File: src/rtl/alu_channel_array.sv
// alu_channel_array
//   Array of independent, fixed-latency ADD/SUB channels. Each channel accepts
//   a command when idle (or in its response cycle), holds the operands for
//   LATENCY cycles, then presents a one-cycle response code and a result that
//   stays on out_data until the next response. Commands arriving while a
//   channel is busy are discarded and counted.
//
// Ports (channel c occupies [c*W +: W] of each flattened vector)
//   clock       in   1            rising-edge clock
//   reset       in   1            synchronous, active-high
//   in_cmd      in   2*CHANNELS   0 NOP, 1 ADD, 2 SUB, 3 reserved
//   in_data1    in   WIDTH*CH     first operand
//   in_data2    in   WIDTH*CH     second operand
//   out_resp    out  2*CHANNELS   0 none, 1 success, 2 overflow, 3 invalid
//   out_data    out  WIDTH*CH     last result, held between responses
//   ch_busy     out  CHANNELS     high while the channel is computing
//   drop_count  out  8*CHANNELS   saturating count of discarded commands
module alu_channel_array #(
  parameter int unsigned CHANNELS = 4,
  parameter int unsigned WIDTH    = 32,
  parameter int unsigned LATENCY  = 3
) (
  input  logic                      clock,
  input  logic                      reset,
  input  logic [2*CHANNELS-1:0]     in_cmd,
  input  logic [WIDTH*CHANNELS-1:0] in_data1,
  input  logic [WIDTH*CHANNELS-1:0] in_data2,
  output logic [2*CHANNELS-1:0]     out_resp,
  output logic [WIDTH*CHANNELS-1:0] out_data,
  output logic [CHANNELS-1:0]       ch_busy,
  output logic [8*CHANNELS-1:0]     drop_count
);

  typedef enum logic [1:0] {
    ST_IDLE,
    ST_BUSY,
    ST_RESPOND
  } state_t;

  typedef enum logic [1:0] {
    CMD_NOP  = 2'd0,
    CMD_ADD  = 2'd1,
    CMD_SUB  = 2'd2,
    CMD_RSVD = 2'd3
  } cmd_t;

  typedef enum logic [1:0] {
    RESP_NONE     = 2'd0,
    RESP_SUCCESS  = 2'd1,
    RESP_OVERFLOW = 2'd2,
    RESP_INVALID  = 2'd3
  } resp_t;

  // LATENCY is at most 15, so a 4-bit down-counter always suffices.
  localparam logic [3:0] LAT_M1 = 4'(LATENCY - 1);

  for (genvar c = 0; c < CHANNELS; c++) begin : g_ch

    state_t             state, state_nx;
    logic [3:0]         cnt, cnt_nx;
    cmd_t               cmd_in, cmd_q;
    logic [WIDTH-1:0]   a_q, b_q;
    resp_t              resp_q;
    logic [WIDTH-1:0]   data_q;
    logic [7:0]         drops_q;
    logic               accept, drop, done;
    logic [WIDTH:0]     sum;
    logic [WIDTH-1:0]   diff;
    logic [WIDTH-1:0]   res_data;
    resp_t              res_resp;

    assign cmd_in = cmd_t'(in_cmd[2*c +: 2]);

    // Next-state logic. A command seen in BUSY is a drop, including on the
    // completion edge; the response cycle is free to take a new command.
    always_comb begin
      state_nx = state;
      cnt_nx   = cnt;
      accept   = 1'b0;
      drop     = 1'b0;
      done     = 1'b0;
      case (state)
        ST_IDLE, ST_RESPOND: begin
          if (cmd_in != CMD_NOP) begin
            accept   = 1'b1;
            state_nx = ST_BUSY;
            cnt_nx   = LAT_M1;
          end else begin
            state_nx = ST_IDLE;
          end
        end
        ST_BUSY: begin
          drop = (cmd_in != CMD_NOP);
          if (cnt == '0) begin
            done     = 1'b1;
            state_nx = ST_RESPOND;
          end else begin
            cnt_nx = cnt - 4'd1;
          end
        end
        default: state_nx = ST_IDLE;
      endcase
    end

    // Result from captured operands only.
    always_comb begin
      sum      = {1'b0, a_q} + {1'b0, b_q};
      diff     = a_q - b_q;
      res_data = '0;
      res_resp = RESP_INVALID;
      case (cmd_q)
        CMD_ADD: begin
          res_data = sum[WIDTH-1:0];
          res_resp = sum[WIDTH] ? RESP_OVERFLOW : RESP_SUCCESS;
        end
        CMD_SUB: begin
          res_data = diff;
          res_resp = (b_q > a_q) ? RESP_OVERFLOW : RESP_SUCCESS;
        end
        default: begin
          res_data = '0;
          res_resp = RESP_INVALID;
        end
      endcase
    end

    always_ff @(posedge clock) begin
      if (reset) begin
        state   <= ST_IDLE;
        cnt     <= '0;
        cmd_q   <= CMD_NOP;
        a_q     <= '0;
        b_q     <= '0;
        resp_q  <= RESP_NONE;
        data_q  <= '0;
        drops_q <= '0;
      end else begin
        state <= state_nx;
        cnt   <= cnt_nx;
        if (accept) begin
          cmd_q <= cmd_in;
          a_q   <= in_data1[c*WIDTH +: WIDTH];
          b_q   <= in_data2[c*WIDTH +: WIDTH];
        end
        if (done) begin
          resp_q <= res_resp;
          data_q <= res_data;
        end else begin
          resp_q <= RESP_NONE;
        end
        if (drop && (drops_q != '1)) begin
          drops_q <= drops_q + 8'd1;
        end
      end
    end

    assign out_resp[2*c +: 2]         = resp_q;
    assign out_data[c*WIDTH +: WIDTH] = data_q;
    assign ch_busy[c]                 = (state == ST_BUSY);
    assign drop_count[8*c +: 8]       = drops_q;

  end

endmodule

File: config.mk
export PLATFORM = sky130hd
export DESIGN_NAME = alu_channel_array
export DESIGN_NICKNAME = d
export VERILOG_FILES = /design/src/rtl/alu_channel_array.sv
export SDC_FILE = /design/constraint.sdc
export NUM_CORES = 1
export LEC_CHECK = 0
export CORE_ASPECT_RATIO = 0.9
export CORE_MARGIN = 3
export CORE_UTILIZATION = 61
export CTS_CLUSTER_DIAMETER = 60
export CTS_CLUSTER_SIZE = 20
export DETAILED_ROUTE_END_ITERATION = 6
export GPL_TIMING_DRIVEN = 1
export HOLD_SLACK_MARGIN = 0.12
export PLACE_DENSITY_LB_ADDON = 0.15
export SETUP_SLACK_MARGIN = 0.2
export SYNTH_ARGS = -nofsm -noshare
export SYNTH_HDL_FRONTEND = slang
export SYNTH_SLANG_ARGS = --single-unit
File: constraint.sdc
create_clock -name clock -period 5.9 [get_ports clock]
set_clock_uncertainty 0.05 [all_clocks]
set_input_delay 1.77 -clock clock [delete_from_list [all_inputs] [get_ports clock]]
set_output_delay 1.77 -clock clock [all_outputs]
set_load 0.02 [all_outputs]
==> qor.csv, run 1 <==
metric,value,unit
final worst-path setup slack,1960,ps
antenna violations before repair,9,
"Cell Chain, Critical Path","ha_1, inv_1, fa_1, o21bai_1, a21oi_1, o31ai_1, o21ai_1, o2bb2ai_2, o31ai_1, a22oi_1, a31oi_1, a221o_1, o2bb2ai_1",
Hold Startpoint,g_ch[0].data_q[22],
met3 routed wirelength,7980,um
drt via density,6.11,
die span in x,243,um
Leak,14.9,nW
final hold violations,0,
# DRC,0,
Initial Util,62.1,%
Period minus WS final,3940,ps
P_sw,0.00349,W
DIE AREA,0.0532,mm^2
layout cell share with drive strength beyond 1,3.66,%
Post-Syn Area,0.0308,mm^2
top sig layer,met5,
"slowest stage delay, CP",560,ps
Hold Path Stages,2,
Seq cells post-synth,456,
H-tree depth,2,
share of the synthesized area in the top cell type,29.7,%
Synth Area per Inst,7.43,um^2
CP max-delay cell,o31ai_1,
IO buf count,437,
Slew headroom,25.0,%
CTS tree,built,
Hold Buf Count CTS,0,
Placed Cells,5028,
pre-CTS setup slack,1790,ps
Layout Utilization,73.9,%
status,completed,
crit-path max FO,4,
Clock Tree Buf Depth,3,
Slew @ Worst Pin,1120,ps
reg-to-reg critical path startpoint,g_ch[0].b_q[0],
worst reg-to-reg setup slack,1960,ps
Non-Filler Instances,5101,
total number of vias,31162,
grt total ovfl,0,
Max-Cap Viols,0,
final setup TNS,0,ps
Detailed Place HPWL,70100,um
first-pass GRT wire length,151000,um
area occupied by multi-input gates,0.0197,mm^2
Yosys cell types,96,
Reg area,0.00913,mm^2
"commonest non-fill, non-tap cells in the layout","698 x nand2_1, 548 x a21oi_1, 456 x dfxtp_1, 436 x clkdlybuf4s50_1, 351 x nor2_1",
Switching Fraction,36.5,%
Worst Hold Class,flip-flop to flip-flop,
Post-synth EDFFs,0,
cts bufs inserted,38,
Root Buffer,clkbuf_16,
RR Endpoint,g_ch[0].resp_q[0],
placer congestion estimate,0.961,
CP Capture Type,flip-flop,
Syn Inst Count,4139,
"area leader, netlist",dfxtp_1,
logic gate share of total power,34.8,%
# Post-CTS Setup Buffers,0,
Layout Nets,4948,
Clock Latency Late Sink,580,ps
Setup crit start kind,flip-flop,
sequential area share after synthesis,29.7,%
Initial DRC Count,2897,
Sequential Power Share,36.6,%
"antenna viol nets, final",0,
RSZ-0062 raised after global routing,false,
worst hold slack,420,ps
fillcell total,4095,
final slew viol count,0,
CTS resizes,0,
crit path DAT,4360,ps
WS Path Type,flip-flop to flip-flop,
WL final,95200,um
most used cell along the critical path,o31ai_1,
clk sinks,456,
f_max,254,MHz
die height,219,um
Area contributors post-synth,"dfxtp_1 30%, ha_1 11%, a21oi_1 8.9%",
CP required,6320,ps
worst r2r path cells,13,
largest net degree at the start of global routing,113,
M1 wire length,40300,um
TritonRoute pass-1 iters,6,
Clock power frac,28.6,%
I/O pins,438,
GRT Total Usage,34.1,%
final setup fails,0,
Tcrit/Tclk final,66.7,%
yosys warns,0,
Hold Path End,g_ch[0].data_q[22],
Power Density,261,mW/mm^2
clock transition at the registers of the reported paths,80,ps
vias in the first global route,28793,
wire per inst,18.7,um
Int Power,0.00606,W
wire length on met2,42900,um
# rows,77,
dominant synthesized flop cell,dfxtp_1,
"commonest non-fill, non-tap cell in the layout",nand2_1,
Peak VDD IR,0.250,mV
CORE AREA,0.0495,mm^2
P&R area growth vs syn,18.9,%
Async SR Flop Fraction,0,%
Synthesized Nets,4690,
## cell type report
type / count / share of cell area [%]
diodes: 5 / 0.0342
clock buffers: 48 / 2.93
clock inverters: 20 / 0.664
inverters: 281 / 2.88
multi-input cells: 3159 / 53.7
flip-flops and latches: 456 / 25.0
well taps: 671 / 2.30
repair buffers: 461 / 12.5
## synth_stat cells (12+ instances only)
cell type / n
a311oi_1: 14
a21boi_0: 13
a31oi_1: 47
nand3_1: 31
and3_1: 30
nor3_1: 66
or2_2: 28
nand3b_1: 16
nor2_1: 355
a221oi_1: 21
or3_1: 27
a221o_1: 24
o21a_1: 27
o21ai_0: 135
o211ai_1: 17
o221ai_1: 17
nor2b_1: 29
nand2_1: 698
buf_2: 16
inv_1: 275
nor4_1: 22
nand2b_1: 41
a22oi_1: 67
a2111oi_0: 12
buf_1: 22
o31ai_1: 27
xor2_1: 30
a21o_1: 66
dfxtp_1: 456
xnor2_1: 129
o21bai_1: 54
a21oi_1: 548
nand4_1: 25
ha_1: 277
clkbuf_1: 198
o22ai_1: 36
a211oi_1: 23
## worst max path at each step
stage	startpoint	endpoint	slack, ps	cells past startpoint
5_1_grt	g_ch[0].b_q[0]	g_ch[0].data_q[30]	1760	13
3_3_place_gp	reset	g_ch[0].data_q[15]	1790	4
3_5_place_dp	reset	g_ch[0].data_q[15]	1790	4
6_report	g_ch[0].b_q[0]	g_ch[0].resp_q[0]	1960	13
4_1_cts	g_ch[1].state[0]	ch_busy[1]	2030	3
2_1_floorplan	in_cmd[1]	g_ch[0].drops_q[5]	2670	5
## metrics by stage
step	power [W]	instance area, um^2
after floorplan	0.00586	30800
after global placement	0.00674	35200
after detailed placement	0.00679	35200
after CTS	0.00951	36600
after global routing	0.0100	36600
final	0.00955	36600
## sequential cells by signal (all words and copies together) (netlist names)
register      flops
g_ch.resp_q       8
g_ch.cnt         16
g_ch.state        8
g_ch.b_q        128
g_ch.a_q        128
g_ch.drops_q     32
g_ch.data_q     128
g_ch.cmd_q        8
## critical path: cells and delay by family, from the launching register on
kind                     cells  cell delay (ps)
flip-flops                   1              410
AO/OA/AOI/OAI               10             2710
buffers and inverters        1               60
adder cells (fa/ha/maj)      2              600
## kinds of logic after synthesis
family / count (synthesis) / synth area share [%]
muxes: 9 / 0.297
AOI/OAI and AO/OA: 1292 / 27.1
and+or+nand+nor: 1414 / 20.1
adders and majority gates: 285 / 11.8
buffers and inverters: 524 / 6.56
DFF: 456 / 29.7
xor gates and xnor gates: 159 / 4.53
## power by group through the flow
stage | registers [W] | clock network (W) | logic [W]
after floorplan | 0.00356 | 0 | 0.00230
after global placement | 0.00355 | 0 | 0.00319
after detailed placement | 0.00356 | 0 | 0.00323
after CTS | 0.00349 | 0.00276 | 0.00326
final | 0.00349 | 0.00273 | 0.00333
after global routing | 0.00352 | 0.00286 | 0.00365
## per-layer routing
metal / GRT usage (%) / vias up
met5: 0 / -
li1: - / 14942
met3: 5.20 / 254
met4: 13.9 / 10
met1: 45.7 / 14551
met2: 55.5 / 1405
No activity file was read; power rests on OpenSTA's default activity.
==> run 2, diff against run 1 <==
--- a/config.mk
+++ b/config.mk
@@ -7,7 +7,7 @@
 export LEC_CHECK = 0
 export CORE_ASPECT_RATIO = 0.9
 export CORE_MARGIN = 3
-export CORE_UTILIZATION = 61
+export CORE_UTILIZATION = 56
 export CTS_CLUSTER_DIAMETER = 60
 export CTS_CLUSTER_SIZE = 20
 export DETAILED_ROUTE_END_ITERATION = 6
==> constraint.sdc (replaced) <==
create_clock -name clock -period 4.1 [get_ports clock]
set_clock_uncertainty 0.05 [all_clocks]
set_input_delay 1.23 -clock clock [delete_from_list [all_inputs] [get_ports clock]]
set_output_delay 1.23 -clock clock [all_outputs]
set_load 0.02 [all_outputs]
==> run 2 against run 1 <==
  * Register-to-register slack lost 1400 ps
  * Wire length shrank 0.80%
  * Clock power grew 63%
  * Power grew 50%
  * Final area grew 1.2%
  * Via count shrank 1.4%
  * Sequential share of layout area shrank 0.30 points
==> qor.csv, run 2 (synthesized netlist as in run 1, its figures left out) <==
metric,value,unit
grt total ovfl,0,
TritonRoute pass-1 iters,6,
Detailed Place HPWL,70900,um
crit path to,g_ch[2].data_q[28],
# Post-CTS Setup Buffers,0,
fillcell total,4656,
Clock Tree Buf Depth,3,
WL final,94400,um
f_max,280,MHz
placed cell area,0.0355,mm^2
final worst-path setup slack,525,ps
status,completed,
Slew headroom,35.0,%
clk sinks,456,
Peak VDD IR,0.364,mV
Root Buffer,clkbuf_16,
H-tree depth,2,
"commonest non-fill, non-tap cells in the layout","698 x nand2_1, 548 x a21oi_1, 456 x dfxtp_1, 436 x clkdlybuf4s50_1, 351 x nor2_1",
Power Density,386,mW/mm^2
Slew @ Worst Pin,971,ps
# rows,80,
largest registers,"g_ch.a_q (128), g_ch.b_q (128), g_ch.data_q (128)",
Initial Util,57.3,%
reg-to-reg critical path startpoint,g_ch[2].b_q[0],
Initial DRC Count,2576,
largest net degree at the start of global routing,67,
worst r2r path cells,13,
antenna violations before repair,7,
worst reg-to-reg setup slack,530,ps
die height,228,um
I/O pins,438,
wire per inst,18.3,um
cts bufs inserted,42,
IO buf count,437,
"commonest non-fill, non-tap cell in the layout",nand2_1,
WS Path Type,flip-flop to flip-flop,
final hold violations,0,
Setup crit start kind,flip-flop,
Worst Hold Class,flip-flop to flip-flop,
worst hold slack,406,ps
DIE AREA,0.0578,mm^2
Finished Cell Area,0.0370,mm^2
Hold Buf Count CTS,0,
Crit. Startpoint,g_ch[2].b_q[0],
final setup TNS,0,ps
"antenna viol nets, final",0,
pre-CTS setup slack,649,ps
placer congestion estimate,0.975,
crit-path max FO,4,
final setup fails,0,
die span in x,253,um
Clock Latency Late Sink,600,ps
layout cell share with drive strength beyond 1,4.40,%
CTS tree,built,
Leak,15.1,nW
total number of vias,30720,
CORE AREA,0.0537,mm^2
CP Capture Type,flip-flop,
final slew viol count,0,
RR Endpoint,g_ch[2].data_q[28],
Tcrit/Tclk final,87.2,%
# DRC,0,
area occupied by multi-input gates,0.0197,mm^2
drt via density,5.96,
P&R area growth vs syn,20.3,%
CP required,4510,ps
Max-Cap Viols,0,
CTS resizes,0,
first-pass GRT wire length,149000,um
Period minus WS final,3570,ps
vias in the first global route,28184,
clock transition at the registers of the reported paths,80,ps
Reg area,0.00913,mm^2
crit path DAT,3980,ps
GRT Total Usage,31.1,%
Layout Nets,4972,
RSZ-0062 raised after global routing,false,
[run 2: cell count changes in the layout (fill, tap and decap cells not counted), sizes merged]
cell,change
buf,+20
inv,+9
diode,-3
clkinv,+2
clkinvlp,-2
bufinv,+1
clkbuf,-1
[run 2: worst min-delay path by stage]
stage	startpoint	to	slack, ps	cells past startpoint
after floorplan	g_ch[0].b_q[10]	g_ch[0].b_q[10]	400	2
after global placement	g_ch[3].data_q[22]	g_ch[3].data_q[22]	390	2
after detailed placement	g_ch[2].data_q[16]	g_ch[2].data_q[16]	400	2
after CTS	g_ch[2].data_q[16]	g_ch[2].data_q[16]	410	2
after global routing	g_ch[2].data_q[16]	g_ch[2].data_q[16]	440	2
final	g_ch[2].data_q[16]	g_ch[2].data_q[16]	410	2
[run 2: metal layers]
layer | GRT usage [%] | vias to the layer above | wire length [um]
met5 | 0 | - | 50
met4 | 12.1 | 10 | 3690
met3 | 5.42 | 184 | 7710
met2 | 49.1 | 1222 | 42000
met1 | 42.5 | 14310 | 41000
li1 | - | 14994 | -
[run 2: cell type report]
cell class | instances | share of cell area [%]
Antenna cell | 2 | 0.0135
Timing Repair Buffer | 481 | 12.8
Sequential cell | 456 | 24.7
Inverter | 281 | 2.85
Multi-Input combinational cell | 3159 | 53.1
Clock inverter | 30 | 1.11
Tap cell | 697 | 2.36
Clock buffer | 47 | 3.09
[run 2: stage by stage]
stage / utilization, % / std cells / power, W
final: 69.0 / 5153 / 0.0143
after CTS: 69.0 / 5151 / 0.0143
after global placement: 66.1 / 5074 / 0.00979
after floorplan: - / 4139 / 0.00843
after detailed placement: 66.1 / 5074 / 0.00983
after global routing: 69.0 / 5153 / 0.0150
[run 2: critical path, stage by stage, from the launching register on]
cell	delay [ps]
dfxtp_1	360
ha_1	220
inv_1	80
fa_1	200
nor2_1	70
o311ai_1	420
a211oi_1	160
o311ai_1	540
a21oi_1	260
a31oi_1	350
nand2b_1	160
mux2_2	330
a22oi_1	160
a21oi_1	80
[run 2: report_power, final]
part / total (W) / internal, W / switching (W)
clock network: 0.00444 / 0.00234 / 0.00210
registers: 0.00502 / 0.00474 / 0.000271
logic: 0.00483 / 0.00195 / 0.00288
total: 0.0143 / 0.00903 / 0.00525
